### config.mk
export PLATFORM = sky130hd
export DESIGN_NAME = exu_sequencer
export DESIGN_NICKNAME = d
export VERILOG_FILES = /design/src/rtl/exu_sequencer.sv
export SDC_FILE = /design/constraint.sdc
export NUM_CORES = 1
export LEC_CHECK = 0
export ABC_CLOCK_PERIOD_IN_PS = 5700
export CAP_MARGIN = 5
export CELL_PAD_IN_SITES_DETAIL_PLACEMENT = 2
export CELL_PAD_IN_SITES_GLOBAL_PLACEMENT = 2
export CORE_MARGIN = 2
export CORE_UTILIZATION = 29
export DETAILED_ROUTE_END_ITERATION = 16
export MAX_ROUTING_LAYER = met4
export PLACE_DENSITY = 0.84
export SETUP_SLACK_MARGIN = 0.3
export SLEW_MARGIN = 20
export SYNTH_ARGS = -nofsm -noshare
export SYNTH_HDL_FRONTEND = slang
export SYNTH_SLANG_ARGS = --single-unit
### constraint.sdc
create_clock -name clk -period 5.7 [get_ports clk]
set_clock_uncertainty 0.15 [all_clocks]
set_input_delay 1.14 -clock clk [delete_from_list [all_inputs] [get_ports clk]]
set_output_delay 1.14 -clock clk [all_outputs]
set_load 0.01 [all_outputs]
### src/rtl/exu_sequencer.sv
// exu_sequencer: multi-cycle fetch/decode/exec/mem/wb control FSM for the RV64 core.
// Owns pc, the instruction register, rf write strobe, retire counter and halt/trap status.
module exu_sequencer #(
    parameter int              XLEN     = 64,
    parameter logic [XLEN-1:0] RESET_PC = 64'h8000_0000,
    parameter int              TIMEOUT  = 255
) (
    input  logic            clk,
    input  logic            rst,
    output logic            imem_req,
    output logic [XLEN-1:0] imem_addr,
    input  logic            imem_ack,
    input  logic [31:0]     imem_rdata,
    output logic [31:0]     inst,
    input  logic            dec_inval,
    input  logic            dec_ebreak,
    input  logic            dec_mem,
    input  logic            dec_jump,
    input  logic            dec_wen,
    input  logic [XLEN-1:0] exu_dnpc,
    output logic            dmem_req,
    input  logic            dmem_ack,
    output logic            rf_wen,
    output logic [XLEN-1:0] pc,
    output logic            halt,
    output logic            trap,
    output logic [1:0]      trap_cause,
    output logic [63:0]     instret
);
    typedef enum logic [2:0] {FETCH, DECODE, EXEC, MEM, WB, HALT, TRAP} state_t;

    state_t          state_q, state_d;
    logic [XLEN-1:0] pc_q, pc_d, tgt_q, tgt_d;
    logic [31:0]     inst_q, inst_d;
    logic [7:0]      cnt_q, cnt_d;
    logic [1:0]      cause_q, cause_d;
    logic [63:0]     instret_q, instret_d;
    logic            imem_req_q, dmem_req_q;

    always_comb begin
        state_d   = state_q;
        pc_d      = pc_q;
        tgt_d     = tgt_q;
        inst_d    = inst_q;
        cnt_d     = cnt_q;
        cause_d   = cause_q;
        instret_d = instret_q;
        case (state_q)
            FETCH: begin
                if (imem_req_q && imem_ack) begin
                    inst_d  = imem_rdata;
                    state_d = DECODE;
                end else if (imem_req_q) begin
                    if (cnt_q == 8'(TIMEOUT)) begin
                        state_d = TRAP;
                        cause_d = 2'd3;
                    end else begin
                        cnt_d = cnt_q + 8'd1;
                    end
                end
            end
            DECODE: begin
                if (dec_inval) begin
                    state_d = TRAP;
                    cause_d = 2'd1;
                end else if (dec_ebreak) begin
                    state_d   = HALT;
                    instret_d = instret_q + 64'd1;
                end else begin
                    state_d = EXEC;
                end
            end
            EXEC: begin
                // bit0 of a jalr target is architecturally cleared; bit1 set means misaligned
                tgt_d = exu_dnpc & ~XLEN'(1);
                if (dec_jump && exu_dnpc[1]) begin
                    state_d = TRAP;
                    cause_d = 2'd2;
                end else begin
                    state_d = dec_mem ? MEM : WB;
                    cnt_d   = 8'd0;
                end
            end
            MEM: begin
                if (dmem_req_q && dmem_ack) begin
                    state_d = WB;
                end else if (dmem_req_q) begin
                    if (cnt_q == 8'(TIMEOUT)) begin
                        state_d = TRAP;
                        cause_d = 2'd3;
                    end else begin
                        cnt_d = cnt_q + 8'd1;
                    end
                end
            end
            WB: begin
                pc_d      = dec_jump ? tgt_q : pc_q + XLEN'(4);
                instret_d = instret_q + 64'd1;
                cnt_d     = 8'd0;
                state_d   = FETCH;
            end
            default: ;
        endcase
    end

    always_ff @(posedge clk) begin
        if (!rst) begin
            state_q    <= FETCH;
            pc_q       <= RESET_PC;
            tgt_q      <= '0;
            inst_q     <= '0;
            cnt_q      <= '0;
            cause_q    <= '0;
            instret_q  <= '0;
            imem_req_q <= 1'b0;
            dmem_req_q <= 1'b0;
        end else begin
            state_q    <= state_d;
            pc_q       <= pc_d;
            tgt_q      <= tgt_d;
            inst_q     <= inst_d;
            cnt_q      <= cnt_d;
            cause_q    <= cause_d;
            instret_q  <= instret_d;
            imem_req_q <= state_d == FETCH;
            dmem_req_q <= state_d == MEM;
        end
    end

    assign imem_req   = imem_req_q;
    assign dmem_req   = dmem_req_q;
    assign imem_addr  = pc_q;
    assign pc         = pc_q;
    assign inst       = inst_q;
    assign rf_wen     = (state_q == WB) && dec_wen;
    assign halt       = state_q == HALT;
    assign trap       = state_q == TRAP;
    assign trap_cause = cause_q;
    assign instret    = instret_q;
endmodule

## Word level (Yosys, flattened, before mapping)

Index checks and enable logic that the tools add are counted.

- Word-level logic and storage cells: 71
- Bits in registers: 238
- Output and inout bits: 231
- Input bits: 105

- Add/subtract/negate cells: 3
- Reduce and logical (&&, ||, !) cells: 13
- Mux-type cells: 29
- Equal/unequal tests: 17

Operators by type and width:

| kind | number |
|---|---|
| $mux W64 | 3 |
| $pmux W64 S2 | 1 |
| $add A64 B1 Y64 const B | 1 |
| $add A64 B3 Y64 const B | 1 |
| $mux W8 | 6 |
| $pmux W8 S4 | 1 |
| $mux W3 | 9 |
| $ne A2 B2 Y1 const B | 9 |
| $pmux W3 S5 | 1 |
| $mux W2 | 7 |
| $eq A3 B2 Y1 const B | 3 |
| $eq A3 B3 Y1 const B | 3 |
| $add A8 B1 Y8 const B | 1 |
| $eq A8 B8 Y1 const B | 1 |
| $pmux W2 S4 | 1 |
| $reduce_bool A4 Y1 | 2 |
| $reduce_and A7 Y1 | 1 |
| $logic_not A3 Y1 | 2 |
| $reduce_and A6 Y1 | 1 |
| $logic_and A1 B1 Y1 | 4 |
| $eq A3 B1 Y1 const B | 1 |
| $reduce_and A3 Y1 | 1 |
| $reduce_and A2 Y1 | 1 |
| $reduce_bool A2 Y1 | 1 |

## Depth between registers and ports, before layout

Gate-level depths: netlist (run 1).

- Depth in word-level cells: 6
- Mapped depth: 8
- Mapped depth without buffers: 6

## Worst setup path before layout (run 1)

OpenSTA, ideal clock, no wires.

- Path kind: reg2out
- From: reg state_q[1]
- To: out rf_wen
- Arrival time: 1.865 ns
- Setup slack: 2.545 ns
- Path buffers: 4
- Required time: 4.410 ns
- Stages on the path, launching flop included: 7
- Cell sequence: dfxtp_1 > clkbuf_1 > buf_2 > nor3b_1 > clkbuf_1 > clkbuf_1 > and2_1

- Cells in the longest elaborated chain, start to end: 2

Ends and longest elaborated chain:

| element | RTL line | source |
|---|---|---|
| start: declaration | 32 | `state_t state_q, state_d;` |
| start signal: assignment | 118 | `state_q <= state_d;` |
| $eq A3 B3 Y1 | 135 | `assign rf_wen = (state_q == WB) && dec_wen;` |
| $logic_and A1 B1 Y1 | 135 |  |
| end: declaration | 23 | `output logic rf_wen,` |

No other way between the ends.

## Worst setup path in the final report (run 1)

- From: reg state_q[2]
- To: out rf_wen

Same word-level chain as after synthesis.

==> results by group, run 1 <==
STA
  – Final hold viol count: 0
  – Hold slack: slightly above 300 ps
  – Final setup viols: 0
  – Max-slew violation count: 0
  – Slew headroom: 30.8%
  – Setup TNS: 0 ps
  – Min Tclk post-route: 3980 ps
  – RSZ-0062 raised after global routing: no
  – Final WS setup: between 1500 and 2000 ps
  – Fmax: roughly 250 MHz
  – Slew @ Worst Pin: 1030 ps
  – Tcrit/Tclk final: between 60 and 70%

Global route
  – Global-route wire length before repair: between 70000 and 80000 um
  – Vias in the first global route: 13760
  – Overflow after GRT: 0
  – Initial antenna violation count: 1
  – GRT Total Usage: 22.5%
  – Largest net degree at the start of global routing: 108

CTS
  – Clk pin slew, worst setup/hold paths: about 60 ps
  – Post-CTS setup buffer count: 0
  – TritonCTS Buffers: 30
  – CTS tree: done
  – # hold bufs at CTS: 0
  – CTS max path bufs: 3
  – Clk_lat worst skew: 590 ps
  – Number of gates resized after CTS: 0
  – Root buf cell: clkbuf_16
  – H-tree depth: 1
  – Sink Count: about 240

Die
  – Die X: between 200 and 250 um
  – IO Count: 336
  – FP Rows: 74
  – Die height: 207 um
  – Die area: 43000 um^2
  – Core Footprint: about 41000 um^2
  – Starting Density: 29.4%

Pwr
  – Power Internal: 3.03 mW
  – Sw frac: 25.7%
  – Seq pwr share: 42.6%
  – Static leakage: just over 5 nW
  – Maximum vdd drop: 0.000227 V
  – Pwr Density: 250 nW/um^2
  – Switching pwr: between 1 and 1.5 mW
  – Combinational Power Share: roughly a tenth
  – Clock power frac: ~48%

Hold path
  – Min-Delay Endpoint: tgt_q[2]$_SDFFE_PN0P_
  – HP Class: reg2reg
  – HP Start: tgt_q[2]$_SDFFE_PN0P_
  – Hold Crit Depth: 2

Placement
  – Input/output buffers: around 330
  – Placed instance count: between 2000 and 2500
  – Pre-CTS WS: ~1700 ps
  – Placed cell area: between 15000 and 20000 um^2
  – GPL Wtd Cong: between 0.8 and 0.9
  – DP HPWL: 32900 um

Synth
  – EDFF count, synth: 0
  – Netlist cell types: just under 80
  – Synth warnings: 0
  – Asr flop ratio synth: 0%
  – Post-Syn Instances: about 1600
  – Mean Syn Cell Area: a little under 8 um^2
  – Sequential area share after synthesis: around two fifths
  – Top_reg_cell synth: dfxtp_1
  – Yosys reg bits: ~240
  – Netlist Area Pre-Place: approximately 12000 um^2

Routing
  – Wire per inst: 21.1 um
  – TritonRoute pass-1 iters: 5
  – Vias: around 13000
  – Aggregate routed wire length: between 40000 and 50000 um
  – Vias per inst: approximately 5.5
  – Drt first-iter violations: slightly below 700
  – Antenna-violating nets left: 0
  – # DRC: 0

Layout
  – Area Overhead vs Synth: 35.5%
  – Register area: between 4000 and 5000 um^2
  – Final net count: 1879
  – Final Non-Filler Cells: about 2300
  – Final Cell Area: 16300 um^2
  – Layout cells sized above 1: under 10%
  – FILL cells: between 4000 and 5000
  – Multi-input gate area: 6300 um^2

Critical path
  – Worst setup EP type: output pin
  – Worst R2R Start: state_q[2]$_SDFF_PN0_
  – Crit path arrival time: roughly 2700 ps
  – CP Max Fanout: 20
  – R2R depth: 5
  – Worst Setup Start Kind: flip-flop
  – Critical path class: reg2out
  – Worst r2r dst: imem_addr[26]$_SDFFE_PN0N_
  – Reg-to-reg setup timing slack: ~2400 ps
  – Required time of the critical path: 4410 ps

Run
  – Max-Cap Viols: 0

Status
  – Status: completed
-- worst max path at each step --
stage	from	end	slack, ps	depth (start not counted)
2_1_floorplan	state_q[1]$_SDFF_PN0_	rf_wen	2550	6
3_3_place_gp	dec_inval	instret[63]$_SDFFE_PN0P_	1780	7
3_5_place_dp	dec_inval	instret[46]$_SDFFE_PN0P_	1670	7
4_1_cts	state_q[2]$_SDFF_PN0_	rf_wen	1690	3
5_1_grt	state_q[1]$_SDFF_PN0_	trap	1600	3
6_report	state_q[2]$_SDFF_PN0_	rf_wen	1720	3
-- state kept, by name, indices dropped and copies added (netlist names) --
signal      cells
imem_addr      63
dmem_req        1
state_q         3
instret        64
imem_req        1
cnt_q           8
tgt_q          63
inst           32
trap_cause      2
-- power by group through the flow --
| stage | Combinational [mW] | Clock [mW] | Sequential [mW] |
|---|---|---|---|
| floorplan | 0.190 | 0 | 1.77 |
| global placement | 0.379 | 0 | 1.77 |
| detailed placement | 0.393 | 0 | 1.77 |
| CTS | 0.397 | 1.99 | 1.74 |
| global route | 0.428 | 2.05 | 1.74 |
| finish | 0.392 | 1.94 | 1.74 |
-- kinds of logic after synthesis --
group | after synthesis | share of synthesized area (%)
AND/OR/NAND/NOR | 677 | 28.1
AO/OA/AOI/OAI | 414 | 20.9
flip-flops | 237 | 39.5
buffers and inverters | 192 | 8.15
multiplexers | 19 | 1.61
XOR/XNOR | 18 | 1.31
adder cells (fa/ha/maj) | 3 | 0.313
other | 1 | 0.0312
-- critical path, cell delays in order (launching register included) --
cell and delay [ps]:
dfxtp_1 780, nor3b_2 550, and2_1 220, clkdlybuf4s50_1 540
-- synth_stat cells, types with 11 or more instances --
| cell | number | area share, % |
|---|---|---|
| a21oi_1 | 201 | 8.4 |
| a22oi_1 | 13 | 0.81 |
| a31oi_1 | 22 | 1.1 |
| and2_1 | 14 | 0.73 |
| and3_1 | 27 | 1.4 |
| buf_4 | 65 | 4.1 |
| clkbuf_1 | 91 | 2.8 |
| dfxtp_1 | 237 | 40 |
| inv_1 | 19 | 0.59 |
| mux2i_1 | 17 | 1.4 |
| nand2_1 | 300 | 9.4 |
| nand3_1 | 66 | 2.8 |
| nand4_1 | 41 | 2.1 |
| nor2_1 | 70 | 2.2 |
| nor3_1 | 25 | 1.0 |
| nor4_1 | 16 | 0.83 |
| o211ai_1 | 14 | 0.88 |
| o21ai_0 | 53 | 2.2 |
| o22ai_1 | 11 | 0.57 |
| o31ai_1 | 40 | 2.5 |
| or3_1 | 24 | 1.3 |
| or4_1 | 46 | 2.9 |
-- final cells by class --
cell class	count	area share, %
clock inverter	5	0.462
multi-input combinational	1133	38.7
sequential	237	29.2
clock buffer	50	5.75
antenna	2	0.0308
inverter	20	0.492
tap	532	4.09
timing repair buffer	349	21.2
-- cell usage in the layout, fill, tap and decap left out, types with 15 or more instances in the layout --
cell,Yosys,layout
inv_1,19,18
and3_1,27,27
clkdlybuf4s50_1,0,330
o21ai_0,53,53
nand3_1,66,66
buf_4,65,17
a21oi_1,201,201
a31oi_1,22,22
o31ai_1,40,40
or4_1,46,46
nor4_1,16,15
nand4_1,41,41
clkbuf_16,0,30
or3_1,24,24
dfxtp_1,237,237
nor2_1,70,70
mux2i_1,17,17
nor3_1,25,24
nand2_1,300,299
-- metrics by stage --
step                power, mW  util (%)
CTS                      4.12      39.8
finish                   4.07      39.8
global route             4.22      39.8
global placement         2.15      37.3
detailed placement       2.16      37.3
floorplan                1.96         -
-- per-layer routing --
layer  GRT usage, %  share of wire, %  wire, um  vias up
met1           27.2                44     21700     6446
met3           2.59               3.2      1580       83
li1               -                 -         -     6002
met2           39.6                50     24600      295
met5              -                 0         0        -
met4           5.89               2.5      1240        0
(Power assumes the default switching activity.)
==> run 2: changes to the inputs <==
--- a/config.mk
+++ b/config.mk
@@ -5,15 +5,15 @@
 export SDC_FILE = /design/constraint.sdc
 export NUM_CORES = 1
 export LEC_CHECK = 0
-export ABC_CLOCK_PERIOD_IN_PS = 5700
+export ABC_CLOCK_PERIOD_IN_PS = 3430
 export CAP_MARGIN = 5
 export CELL_PAD_IN_SITES_DETAIL_PLACEMENT = 2
 export CELL_PAD_IN_SITES_GLOBAL_PLACEMENT = 2
 export CORE_MARGIN = 2
-export CORE_UTILIZATION = 29
+export CORE_UTILIZATION = 24
 export DETAILED_ROUTE_END_ITERATION = 16
 export MAX_ROUTING_LAYER = met4
-export PLACE_DENSITY = 0.84
+export PLACE_DENSITY = 0.74
 export SETUP_SLACK_MARGIN = 0.3
 export SLEW_MARGIN = 20
 export SYNTH_ARGS = -nofsm -noshare
==> constraint.sdc (replaced) <==
create_clock -name clk -period 3.43 [get_ports clk]
set_clock_uncertainty 0.15 [all_clocks]
set_input_delay 0.686 -clock clk [delete_from_list [all_inputs] [get_ports clk]]
set_output_delay 0.686 -clock clk [all_outputs]
set_load 0.01 [all_outputs]
==> run 2 against run 1 <==
Worst hold slack worse by 1.4 ps. Non-clock buffer count grew 28. Cell area grew 3.2%. Combinational power increased by 72%. Global-route usage down 3.4 points. Critical path type unchanged. Largest cell class unchanged.
==> results by group, run 2 (synthesized netlist as in run 1, its figures left out) <==
Critical path
  – Worst R2R Start: imem_addr[2]$_SDFFE_PN0N_
  – Worst r2r dst: imem_addr[50]$_SDFFE_PN0N_
  – CP Max Fanout: 11
  – Reg-to-reg setup timing slack: between 500 and 600 ps
  – Critical path class: reg2out
  – R2R depth: 6
  – Worst setup EP type: output pin
  – Critical path origin: state_q[1]$_SDFF_PN0_
  – Required time of the critical path: 2590 ps
  – Crit path arrival time: around 2100 ps
  – Worst Setup Start Kind: flip-flop

STA
  – Final setup viols: 0
  – Setup TNS: 0 ps
  – Slew headroom: 51.1%
  – RSZ-0062 raised after global routing: no
  – Fmax: 336 MHz
  – Max-slew violation count: 0
  – Final hold viol count: 0
  – Slew @ Worst Pin: about 730 ps
  – Tcrit/Tclk final: around 87%
  – Min Tclk post-route: between 2000 and 3000 ps

Pwr
  – Static leakage: roughly 5.3 nW
  – Clock power frac: between 40% and 50%
  – Combinational Power Share: approximately a tenth
  – Switching pwr: 1.72 mW
  – Power Internal: between 5 and 6 mW
  – Sw frac: between 20% and 30%
  – Maximum vdd drop: 0.000351 V
  – Seq pwr share: approximately two fifths
  – Total Power: about 7.1 mW
  – Pwr Density: about 420 nW/um^2

Hold path
  – HP Start: inst[19]$_SDFFE_PN0P_
  – HP Class: reg2reg
  – Min-Delay Endpoint: inst[19]$_SDFFE_PN0P_
  – Hold Crit Depth: 2

Layout
  – Area Overhead vs Synth: 39.9%
  – Final Cell Area: 16800 um^2
  – Commonest non-fill, non-tap cell in the layout: clkdlybuf4s50_1
  – FILL cells: 5608
  – Most frequent cells in the layout: clkdlybuf4s50_1 (330), nand2_1 (299), dfxtp_1 (237)
  – Final Non-Filler Cells: 2493
  – Layout cells sized above 1: roughly 7%
  – Final net count: around 1900
  – Max FFs per register: between 60 and 70

Die
  – Die area: 51800 um^2
  – Die X: about 230 um
  – Die height: between 200 and 250 um
  – IO Count: 336
  – Core Footprint: about 49000 um^2
  – Starting Density: between 20 and 25%
  – FP Rows: 81

Run
  – Max-Cap Viols: 0

Routing
  – Aggregate routed wire length: 49400 um
  – Wire per inst: around 20 um
  – Vias per inst: ~5.1
  – Drt first-iter violations: approximately 500
  – TritonRoute pass-1 iters: 4
  – Vias: about 13000
  – Antenna-violating nets left: 0
  – # DRC: 0

Global route
  – Initial antenna violation count: 8
  – Largest net degree at the start of global routing: around 100
  – Global-route wire length before repair: about 77000 um
  – Overflow after GRT: 0
  – Vias in the first global route: ~13000
  – GRT Total Usage: roughly a fifth

CTS
  – CTS max path bufs: 3
  – TritonCTS Buffers: 30
  – Root buf cell: clkbuf_16
  – CTS tree: done
  – Clk_lat worst skew: around 580 ps
  – Clk pin slew, worst setup/hold paths: 60 ps
  – H-tree depth: 1
  – # hold bufs at CTS: 0
  – Sink Count: between 200 and 250

Status
  – Status: completed

Placement
  – Placed instance count: 2429
  – Placed cell area: ~16000 um^2
  – GPL Wtd Cong: approximately 0.8
  – Input/output buffers: between 300 and 400
  – DP HPWL: roughly 35000 um
## run 2: cell types whose count changed in the layout (fill, tap and decap cells not counted)
cell	before	now
clkbuf_16	30	31
buf_12	1	5
diode_2	2	7
nor3b_2	1	0
clkbuf_8	11	6
clkbuf_1	9	6
buf_4	17	41
bufinv_16	1	6
nor3b_4	0	1
clkinv_16	1	0
clkinv_2	3	6
## run 2: final cells by class
type / instances / area (um^2) / area share, %
Antenna cell: 7 / 17.5 / 0.104
Clock inverter: 12 / 210 / 1.25
Tap cell: 664 / 831 / 4.95
Multi-Input combinational cell: 1133 / 6310 / 37.6
Sequential cell: 237 / 4740 / 28.3
Inverter: 20 / 80.1 / 0.477
Timing Repair Buffer: 377 / 3720 / 22.1
Clock buffer: 43 / 881 / 5.25
## run 2: per-layer routing
layer	wire length [um]	track usage [%]	up-vias
met5	0	-	-
met4	1360	5.10	0
met3	2440	3.63	83
met2	23700	32.1	297
met1	21900	23.4	6305
li1	-	-	6063
## run 2: power by group through the flow
stage	logic (mW)	clock network, mW	registers, mW
final	0.674	3.51	2.88
after global routing	0.742	3.72	2.89
after CTS	0.687	3.61	2.88
after detailed placement	0.677	0	2.94
after global placement	0.660	0	2.93
after floorplan	0.315	0	2.94
## run 2: critical path: stages, from the launching register on
cell and delay (ps):
dfxtp_1 460, nor3b_4 300, buf_12 150, and2_1 120
clkdlybuf4s50_1 540
## run 2: how the worst max path moves through the flow
| stage | to | cells after the start |
|---|---|---|
| after floorplan | rf_wen | 6 |
| after global placement | instret[59]$_SDFFE_PN0P_ | 8 |
| after detailed placement | instret[59]$_SDFFE_PN0P_ | 8 |
| after CTS | trap | 3 |
| after global routing | imem_addr[43]$_SDFFE_PN0N_ | 5 |
| final | rf_wen | 4 |
## run 2: what timing repair did
action,CTS,global route
buffers inserted,2,0
endpoints found under the setup margin,1,0
resized for setup,1,0
## run 2: per-stage QoR
stage | hold WS (ps) | utilization, % | worst slack (ps)
after floorplan | 281 | - | 729
after global placement | 291 | 31.8 | 223
after detailed placement | 299 | 31.8 | 161
after CTS | 308 | 34.1 | 441
after global routing | 329 | 34.2 | 344
final | 304 | 34.2 | 452
==> run 3: changes to the inputs <==
==> constraint.sdc (replaced) <==
create_clock -name clk -period 3.43 [get_ports clk]
set_clock_uncertainty 0.15 [all_clocks]
set_input_delay 0.686 -clock clk [delete_from_list [all_inputs] [get_ports clk]]
set_output_delay 0.686 -clock clk [all_outputs]
set_load 0.1 [all_outputs]
==> run 3 against run 2 <==
Via count shrank 0.25%. Critical path type unchanged. Critical path depth grew 1. Total power grew 1.9%. Final cell count shrank 0.12%. Largest power group unchanged. Largest cell class unchanged.
==> results by group, run 3 (synthesized netlist as in run 1, its figures left out) <==
CTS
  – CTS tree: done
  – Root buf cell: clkbuf_16
  – Sink Count: ~240
  – Clk pin slew, worst setup/hold paths: approximately 60 ps
  – TritonCTS Buffers: 31
  – Post-CTS setup buffer count: 0
  – CTS max path bufs: 3
  – Clk_lat worst skew: a little under 600 ps
  – H-tree depth: 1

Pwr
  – Maximum vdd drop: roughly 0.00036 V
  – Static leakage: approximately 5.8 nW
  – Pwr Density: 445 nW/um^2

Critical path
  – CP Max Fanout: 61
  – Worst Setup Start Kind: flip-flop
  – Crit path arrival time: between 2000 and 2500 ps
  – Critical path class: reg2out
  – Worst setup EP type: output pin
  – Critical path origin: state_q[1]$_SDFF_PN0_
  – Crit-path max cell delay: 310 ps
  – Worst R2R Start: imem_addr[5]$_SDFFE_PN0N_
  – CP dominant cell by count: buf_12
  – Required time of the critical path: 2590 ps
  – Crit-path cells: buf_4, nor3b_2, buf_12, and2_2, buf_12
  – Slowest-stage cell, CP: dfxtp_1

Run
  – Max-Cap Viols: 0

Die
  – Die height: between 200 and 250 um
  – Starting Density: 24.4%
  – Die area: around 52000 um^2
  – IO Count: 336
  – Core Footprint: between 40000 and 50000 um^2
  – FP Rows: 81
  – Die X: 228 um

Global route
  – Largest net degree at the start of global routing: 64
  – GRT Total Usage: between 10% and 20%
  – Initial antenna violation count: 3
  – Global-route wire length before repair: roughly 76000 um
  – Vias in the first global route: 13302
  – Overflow after GRT: 0

Placement
  – Input/output buffers: approximately 330
  – DP HPWL: about 35000 um
  – Placed instance count: approximately 2400
  – Pre-CTS WS: 202 ps
  – GPL Wtd Cong: slightly below 0.8

STA
  – Tcrit/Tclk final: 87.1%
  – Max-slew violation count: 0
  – Slew @ Worst Pin: approximately 770 ps
  – Fmax: approximately 330 MHz
  – Final setup viols: 0
  – Slew headroom: between 40% and 50%
  – Min Tclk post-route: approximately 3000 ps
  – Final WS setup: around 440 ps
  – Setup TNS: 0 ps
  – RSZ-0062 raised after global routing: no
  – Final hold viol count: 0
  – Hold slack: 301 ps

Layout
  – Final net count: roughly 1900
  – Final core occ: 32.9%
  – Layout cells sized above 1: about a fifth
  – Most frequent cells in the layout: nand2_1 (299), buf_4 (271), dfxtp_1 (226)
  – Area Overhead vs Synth: 34.8%
  – Commonest non-fill, non-tap cell in the layout: nand2_1
  – FILL cells: between 5000 and 6000
  – Final Non-Filler Cells: approximately 2500
  – Max FFs per register: 64

Routing
  – TritonRoute pass-1 iters: 4
  – Antenna-violating nets left: 0
  – Vias: approximately 13000
  – Aggregate routed wire length: a little under 50000 um
  – Wire per inst: 19.8 um
  – Vias per inst: 5.11
  – # DRC: 0
  – Drt first-iter violations: between 600 and 700

Status
  – Status: completed

Hold path
  – HP Start: tgt_q[36]$_SDFFE_PN0P_
  – HP Class: reg2reg
-- run 3: cell types whose count changed in the layout (fill, tap and decap cells not counted), moves of 4 or more --
cell / change
clkbuf_8: +5
dfxtp_2: +11
clkdlybuf4s50_1: -229
dfxtp_1: -11
diode_2: -4
clkbuf_1: -4
bufinv_16: -4
buf_4: +230
-- run 3: path summary, 6_finish.rpt --
check | endpoint | slack (ps) | depth (start not counted)
setup reg to reg | imem_addr[63]$_SDFFE_PN0N_ | 630 | 5
hold / removal | tgt_q[36]$_SDFFE_PN0P_ | 300 | 2
setup / recovery | rf_wen | 440 | 5
hold reg to reg | tgt_q[36]$_SDFFE_PN0P_ | 300 | 2
-- run 3: metrics by stage --
stage	area, um^2	power, mW
6_report	16200	7.19
2_1_floorplan	12000	3.57
4_1_cts	16200	7.32
3_3_place_gp	15100	3.89
5_1_grt	16200	7.48
3_5_place_dp	15100	3.92
-- run 3: final cells by class --
cell class | count | area, um^2 | area share, %
Multi-Input combinational cell | 1133 | 6310 | 39.0
Antenna cell | 3 | 7.51 | 0.0464
Sequential cell | 237 | 4760 | 29.4
Tap cell | 664 | 831 | 5.13
Clock buffer | 44 | 935 | 5.78
Inverter | 20 | 80.1 | 0.495
Clock inverter | 11 | 111 | 0.688
Timing Repair Buffer | 378 | 3150 | 19.5
-- run 3: report_power, final --
part	total, mW	switching [mW]	internal (mW)	leakage, nW
combinational	0.968	0.688	0.279	3.31
sequential	2.88	0.0588	2.82	1.92
clock	3.35	1.32	2.02	0.524
total	7.19	2.07	5.12	5.75
-- run 3: worst max-delay path: cells and delay by family (launching register included) --
kind	cells	cell delay, ps
buffers and inverters	3	700
DFF	1	310
and+or+nand+nor	2	500
-- run 3: layer usage --
metal | part of all wire, % | wire (um) | global-route usage (%)
met5 | 0 | 0 | -
met4 | 2.3 | 1130 | 4.60
met3 | 4.8 | 2390 | 3.00
met2 | 48 | 23700 | 32.1
met1 | 45 | 22100 | 23.8
-- run 3: what timing repair did --
| action | in CTS | in global routing |
|---|---|---|
| gates resized for setup | 1 | 0 |
| endpoints found under the setup margin | 1 | 0 |
| hold buffers | 0 | 0 |
